$ cat src/rtl/step_ctrl.sv
// rtl/step_ctrl.sv - push-button single-step / run-N / free-run controller with PC breakpoint
//
// Ports:
//   clk        sole clock, rising edge
//   rst        asynchronous active-low reset
//   btn        raw push-button (asynchronous, bouncy)
//   mode       00 STEP, 01 RUN_N, 10 FREE, 11 HALT
//   run_count  number of steps for RUN_N
//   bp_en      breakpoint enable
//   bp_addr    breakpoint PC
//   pc         current core PC
//   step_en    core advance enable
//   running    high while in RUN
//   bp_hit     high while in HALTED
//   retired    count of step_en cycles (wraps)
module step_ctrl #(
    parameter int DEBOUNCE_CYCLES = 20000,
    parameter int PC_WIDTH        = 32,
    parameter int CNT_WIDTH       = 16
) (
    input  logic                 clk,
    input  logic                 rst,
    input  logic                 btn,
    input  logic [1:0]           mode,
    input  logic [CNT_WIDTH-1:0] run_count,
    input  logic                 bp_en,
    input  logic [PC_WIDTH-1:0]  bp_addr,
    input  logic [PC_WIDTH-1:0]  pc,
    output logic                 step_en,
    output logic                 running,
    output logic                 bp_hit,
    output logic [31:0]          retired
);

    localparam int DB_W = $clog2(DEBOUNCE_CYCLES + 1);
    localparam logic [DB_W-1:0] DB_LAST = DB_W'(DEBOUNCE_CYCLES - 1);

    localparam logic [1:0] MODE_STEP = 2'b00;
    localparam logic [1:0] MODE_RUNN = 2'b01;
    localparam logic [1:0] MODE_FREE = 2'b10;
    localparam logic [1:0] MODE_HALT = 2'b11;

    typedef enum logic [1:0] {
        S_IDLE,
        S_STEP,
        S_RUN,
        S_HALTED
    } state_t;

    logic [1:0]           sync_q;
    logic                 db_level;
    logic                 db_prev;
    logic [DB_W-1:0]      db_cnt;
    logic                 press;

    state_t               state_q, state_d;
    logic [CNT_WIDTH-1:0] remaining_q, remaining_d;
    logic                 unlimited_q, unlimited_d;
    logic                 step_raw;
    logic                 bp_match;

    // Synchronizer and debouncer. The counter only runs while the synchronized
    // level disagrees with the accepted level, so any bounce back clears it.
    always_ff @(posedge clk or negedge rst) begin
        if (!rst) begin
            sync_q   <= 2'b00;
            db_level <= 1'b0;
            db_prev  <= 1'b0;
            db_cnt   <= '0;
        end else begin
            sync_q  <= {sync_q[0], btn};
            db_prev <= db_level;
            if (sync_q[1] != db_level) begin
                if (db_cnt == DB_LAST) begin
                    db_level <= sync_q[1];
                    db_cnt   <= '0;
                end else begin
                    db_cnt <= db_cnt + DB_W'(1);
                end
            end else begin
                db_cnt <= '0;
            end
        end
    end

    assign press    = db_level & ~db_prev;
    assign bp_match = bp_en && (pc == bp_addr);

    always_ff @(posedge clk or negedge rst) begin
        if (!rst) begin
            state_q     <= S_IDLE;
            remaining_q <= '0;
            unlimited_q <= 1'b0;
            retired     <= '0;
        end else begin
            state_q     <= state_d;
            remaining_q <= remaining_d;
            unlimited_q <= unlimited_d;
            if (step_en) begin
                retired <= retired + 32'd1;
            end
        end
    end

    always_comb begin
        state_d     = state_q;
        remaining_d = remaining_q;
        unlimited_d = unlimited_q;
        step_raw    = 1'b0;
        case (state_q)
            S_IDLE: begin
                if (press) begin
                    case (mode)
                        MODE_STEP: state_d = S_STEP;
                        MODE_RUNN: begin
                            if (run_count != '0) begin
                                state_d     = S_RUN;
                                remaining_d = run_count;
                                unlimited_d = 1'b0;
                            end
                        end
                        MODE_FREE: begin
                            state_d     = S_RUN;
                            unlimited_d = 1'b1;
                        end
                        MODE_HALT: state_d = S_IDLE;
                        default:   state_d = S_IDLE;
                    endcase
                end
            end
            S_STEP: begin
                step_raw = 1'b1;
                state_d  = S_IDLE;
            end
            S_RUN: begin
                // Breakpoint beats press beats HALT; none of them retire an instruction.
                if (bp_match) begin
                    state_d = S_HALTED;
                end else if (press || (mode == MODE_HALT)) begin
                    state_d = S_IDLE;
                end else begin
                    step_raw = 1'b1;
                    if (!unlimited_q) begin
                        remaining_d = remaining_q - CNT_WIDTH'(1);
                        if (remaining_q == CNT_WIDTH'(1)) begin
                            state_d = S_IDLE;
                        end
                    end
                end
            end
            S_HALTED: begin
                if (press) begin
                    state_d = S_STEP;
                end
            end
            default: state_d = S_IDLE;
        endcase
    end

    // Gated by rst so a reset mid-run stops the core in the same cycle.
    assign step_en = step_raw & rst;
    assign running = (state_q == S_RUN);
    assign bp_hit  = (state_q == S_HALTED);

endmodule

$ cat config.mk
export PLATFORM = sky130hd
export DESIGN_NAME = step_ctrl
export DESIGN_NICKNAME = d
export VERILOG_FILES = /design/src/rtl/step_ctrl.sv
export SDC_FILE = /design/constraint.sdc
export NUM_CORES = 1
export LEC_CHECK = 0
export ABC_AREA = 1
export CAP_MARGIN = 20
export CORE_MARGIN = 2
export CORE_UTILIZATION = 55
export CTS_CLUSTER_SIZE = 25
export DETAILED_ROUTE_END_ITERATION = 8
export DONT_BUFFER_PORTS = 1
export PLACE_DENSITY_LB_ADDON = 0.2
export SYNTH_ARGS = -nofsm -noshare
export SYNTH_HDL_FRONTEND = slang
export SYNTH_SLANG_ARGS = --single-unit
$ cat constraint.sdc
create_clock -name clk -period 3.13 [get_ports clk]
set_input_delay 0.626 -clock clk [delete_from_list [all_inputs] [get_ports clk]]
set_output_delay 0.626 -clock clk [all_outputs]
set_load 0.005 [all_outputs]
==> flow_metrics.env <==
export IMPL_postSynthCellCount=752
export IMPL_max_freq_ghz=0.429
export IMPL_crit_required_ns=2.50
export IMPL_antenna_found_initial=0
export IMPL_seqPwrFrac_pct=38.8
export IMPL_setup_viol=0
export IMPL_h_tree_depth=3
export IMPL_wl_met3_um=645
export IMPL_outcome="finished clean"
export IMPL_grt_ovfl_total=0
export IMPL_core_area_um2=9240
export IMPL_synth_top_area_share_pct=33.3
export IMPL_synth_seq_area_share_pct=33.3
export IMPL_pin_count=121
export IMPL_cts_tree="yes"
export IMPL_grt_max_degree=71
export IMPL_tns_ns=0
export IMPL_fp_row_count=35
export IMPL_die_area_um2=10400
export IMPL_yosys_area_top_type="dfrtp_1"
export IMPL_numCtsBuffers=9
export IMPL_r2r_end="remaining_q[12]"
export IMPL_route_met2_wl_um=5660
export IMPL_synth_fp_nets=850
export IMPL_yosys_cell_types_count=47
export IMPL_die_y_um=102
export IMPL_cts_root_buf="clkbuf_8"
export IMPL_hpwlAfterDp_um=8550
export IMPL_worstPathArrival_ns=1.71
export IMPL_n_antenna_cell=0
export IMPL_layout_drive_gt1_share_pct=9.42
export IMPL_syn_to_final_growth_pct=4.93
export IMPL_cp_start_kind="register"
export IMPL_nets=847
export IMPL_crit_start="db_level"
export IMPL_gr_usage_all_layers_pct=24.2
export IMPL_static_leakage_power_nw=2.80
export IMPL_ys_warnings_count=0
export IMPL_grt_pass1_vias=4660
export IMPL_cp_end_kind="primary output"
export IMPL_drc_errors=0
export IMPL_multiInputGateArea_um2=2920
export IMPL_initial_utilization_pct=56.9
export IMPL_post_cts_resized=0
export IMPL_die_w_um=102
export IMPL_finalCritPeriodShare_pct=74.5
export IMPL_drt_first_pass_iters=5
export IMPL_routedWlPerCell_um=13.3
export IMPL_clkTransAtPathRegs_ns=0.09
export IMPL_vdd_drop_max_uv=577
export IMPL_portBuffers=0
export IMPL_p_per_area_nw_per_um2=564
export IMPL_vias=4713
export IMPL_routed_wl_um=11700
export IMPL_grt_pass1_wl_um=20500
export IMPL_netSwitchingFraction_pct=44.8
export IMPL_p_switching_mw=1.39
export IMPL_p_int_mw=1.72
export IMPL_cts_setup_buffers=0
export IMPL_cp_slowest_stage_delay_ns=0.46
export IMPL_reg2reg_slack_ns=0.81
export IMPL_cts_sinks=70
export IMPL_cp_slowest_cell="dfrtp_1"
export IMPL_ant_nets=0
export IMPL_clock_skew_ns=0.0210
export IMPL_r2r_cells=7
export IMPL_cp_cell_sequence="inv_1 > nor2_1 > nor2_1 > nand3_2 > nand2_4 > nand3_4 > inv_1"
export IMPL_clkPwrFrac_pct=21.1
export IMPL_ys_top_cells_by_area="dfrtp_1 (33%), nand2_1 (16%), inv_1 (8.4%)"
export IMPL_syn_mean_instance_area_um2=6.99
export IMPL_r2r_start="state_q[0]"
export IMPL_drv_cap=0
export IMPL_final_hold_violation_count=0
export IMPL_period_needed_ns=2.33
export IMPL_crit_end="step_en"
export IMPL_ys_seq_elements=70
export IMPL_clkLatencyLatePin_ns=0.35
export IMPL_fill_cells=858
export IMPL_pwr_share_comb_pct=40.1
export IMPL_design_area_um2=5520
export IMPL_hold_buffers=1
export IMPL_gp_congestion=0.848
export IMPL_slew_headroom_pct=62.8
export IMPL_top_layer="met4"
export IMPL_finalMaxSlewViolations=0
export IMPL_rsz0062_at_grt="no"
export IMPL_netlist_area_um2=5260
export IMPL_drtIter0Drc=252
export IMPL_hp_class="in2async"
export IMPL_seq_area_um2=1750
export IMPL_final_common_cell="nand2_1"
export IMPL_dpl_instance_area_um2=5320
export IMPL_tightest_slew_ns=0.558
export IMPL_ctsLongestPathBuffers=2
export IMPL_crit_type="reg2out"
export IMPL_mostFrequentLayoutCells="nand2_1 (218), inv_1 (117), nor2_1 (71), dfrtp_1 (70), nand4_1 (46)"
export IMPL_worstPathMaxFanout=19
export IMPL_via_per_inst=5.34
export IMPL_m1WireLength_um=5310
[area by class of cell]
type	count	area share, %
multi-input cells	542	52.9
inverters	121	8.24
well taps	129	2.93
clock inverters	6	0.794
flip-flops and latches	70	31.8
clock buffers	10	2.31
repair buffers	5	1.04
[power groups by stage]
stage | clock network, mW | logic (mW) | registers (mW)
after floorplan | 0 | 1.12 | 1.18
after global placement | 0 | 1.18 | 1.22
after detailed placement | 0 | 1.22 | 1.22
after CTS | 0.678 | 1.25 | 1.21
after global routing | 0.726 | 1.43 | 1.23
final | 0.655 | 1.25 | 1.21
[Yosys cell counts (all sizes together)]
cell	number
a21boi	2
o2bb2ai	1
or2	6
nor3b	3
nor4	9
a31oi	2
o21ai	37
buf	16
inv	120
nand4	47
nand3	43
nand2	224
o22ai	2
clkbuf	3
o41ai	1
dfrtp	70
ha	12
nand3b	3
clkinv	1
mux2i	1
o31ai	2
nor3	16
xor2	20
mux2	1
nor2	84
xnor2	16
o21a	2
a21oi	8
[registers in the layout, indices dropped and copies added, names as in the netlist]
| signal | cells |
|---|---|
| db_level | 1 |
| retired | 32 |
| unlimited_q | 1 |
| remaining_q | 16 |
| db_prev | 1 |
| sync_q | 2 |
| db_cnt | 15 |
| state_q | 2 |
[cell families (layout without fill, tap and decap cells)]
group	after synthesis	after routing	synth area share (%)
xor gates and xnor gates	36	36	6.00
buffers and inverters	140	142	11.1
and+or+nand+nor	435	435	40.0
AOI/OAI and AO/OA	57	57	6.31
muxes	2	2	0.405
adders and majority gates	12	12	2.86
DFF	70	70	33.3
[metrics by stage]
| step | setup WS [ns] | hold WS (ns) | utilization (%) | cells | power (mW) |
|---|---|---|---|---|---|
| global route | 0.553 | 0.170 | 59.7 | 883 | 3.39 |
| CTS | 0.764 | 0.160 | 59.7 | 883 | 3.13 |
| global placement | 0.846 | 0.332 | 57.5 | 866 | 2.39 |
| floorplan | 0.863 | 0.330 | - | 752 | 2.29 |
| finish | 0.798 | 0.152 | 59.7 | 883 | 3.11 |
| detailed placement | 0.798 | 0.332 | 57.5 | 866 | 2.44 |
[worst max-delay path: cells and delay by family, from the launching register on]
family | cells | cell delay, ns
flops | 1 | 0.46
simple gates | 5 | 0.69
buf+inv | 2 | 0.21
[worst min-delay path by stage]
| stage | cells after the start | end | slack, ns | start |
|---|---|---|---|---|
| finish | 1 | remaining_q[7] | 0.15 | rst |
| global route | 1 | remaining_q[8] | 0.17 | rst |
| CTS | 1 | remaining_q[5] | 0.16 | rst |
| detailed placement | 0 | remaining_q[5] | 0.33 | rst |
| global placement | 0 | remaining_q[3] | 0.33 | rst |
| floorplan | 0 | db_cnt[0] | 0.33 | rst |
[layer usage]
layer	GRT usage [%]	vias up
li1	-	2388
met1	30.9	2204
met2	40.9	112
met3	6.35	9
met4	6.24	0
met5	0	-
Note: power is estimated with default switching activity, not from simulation.
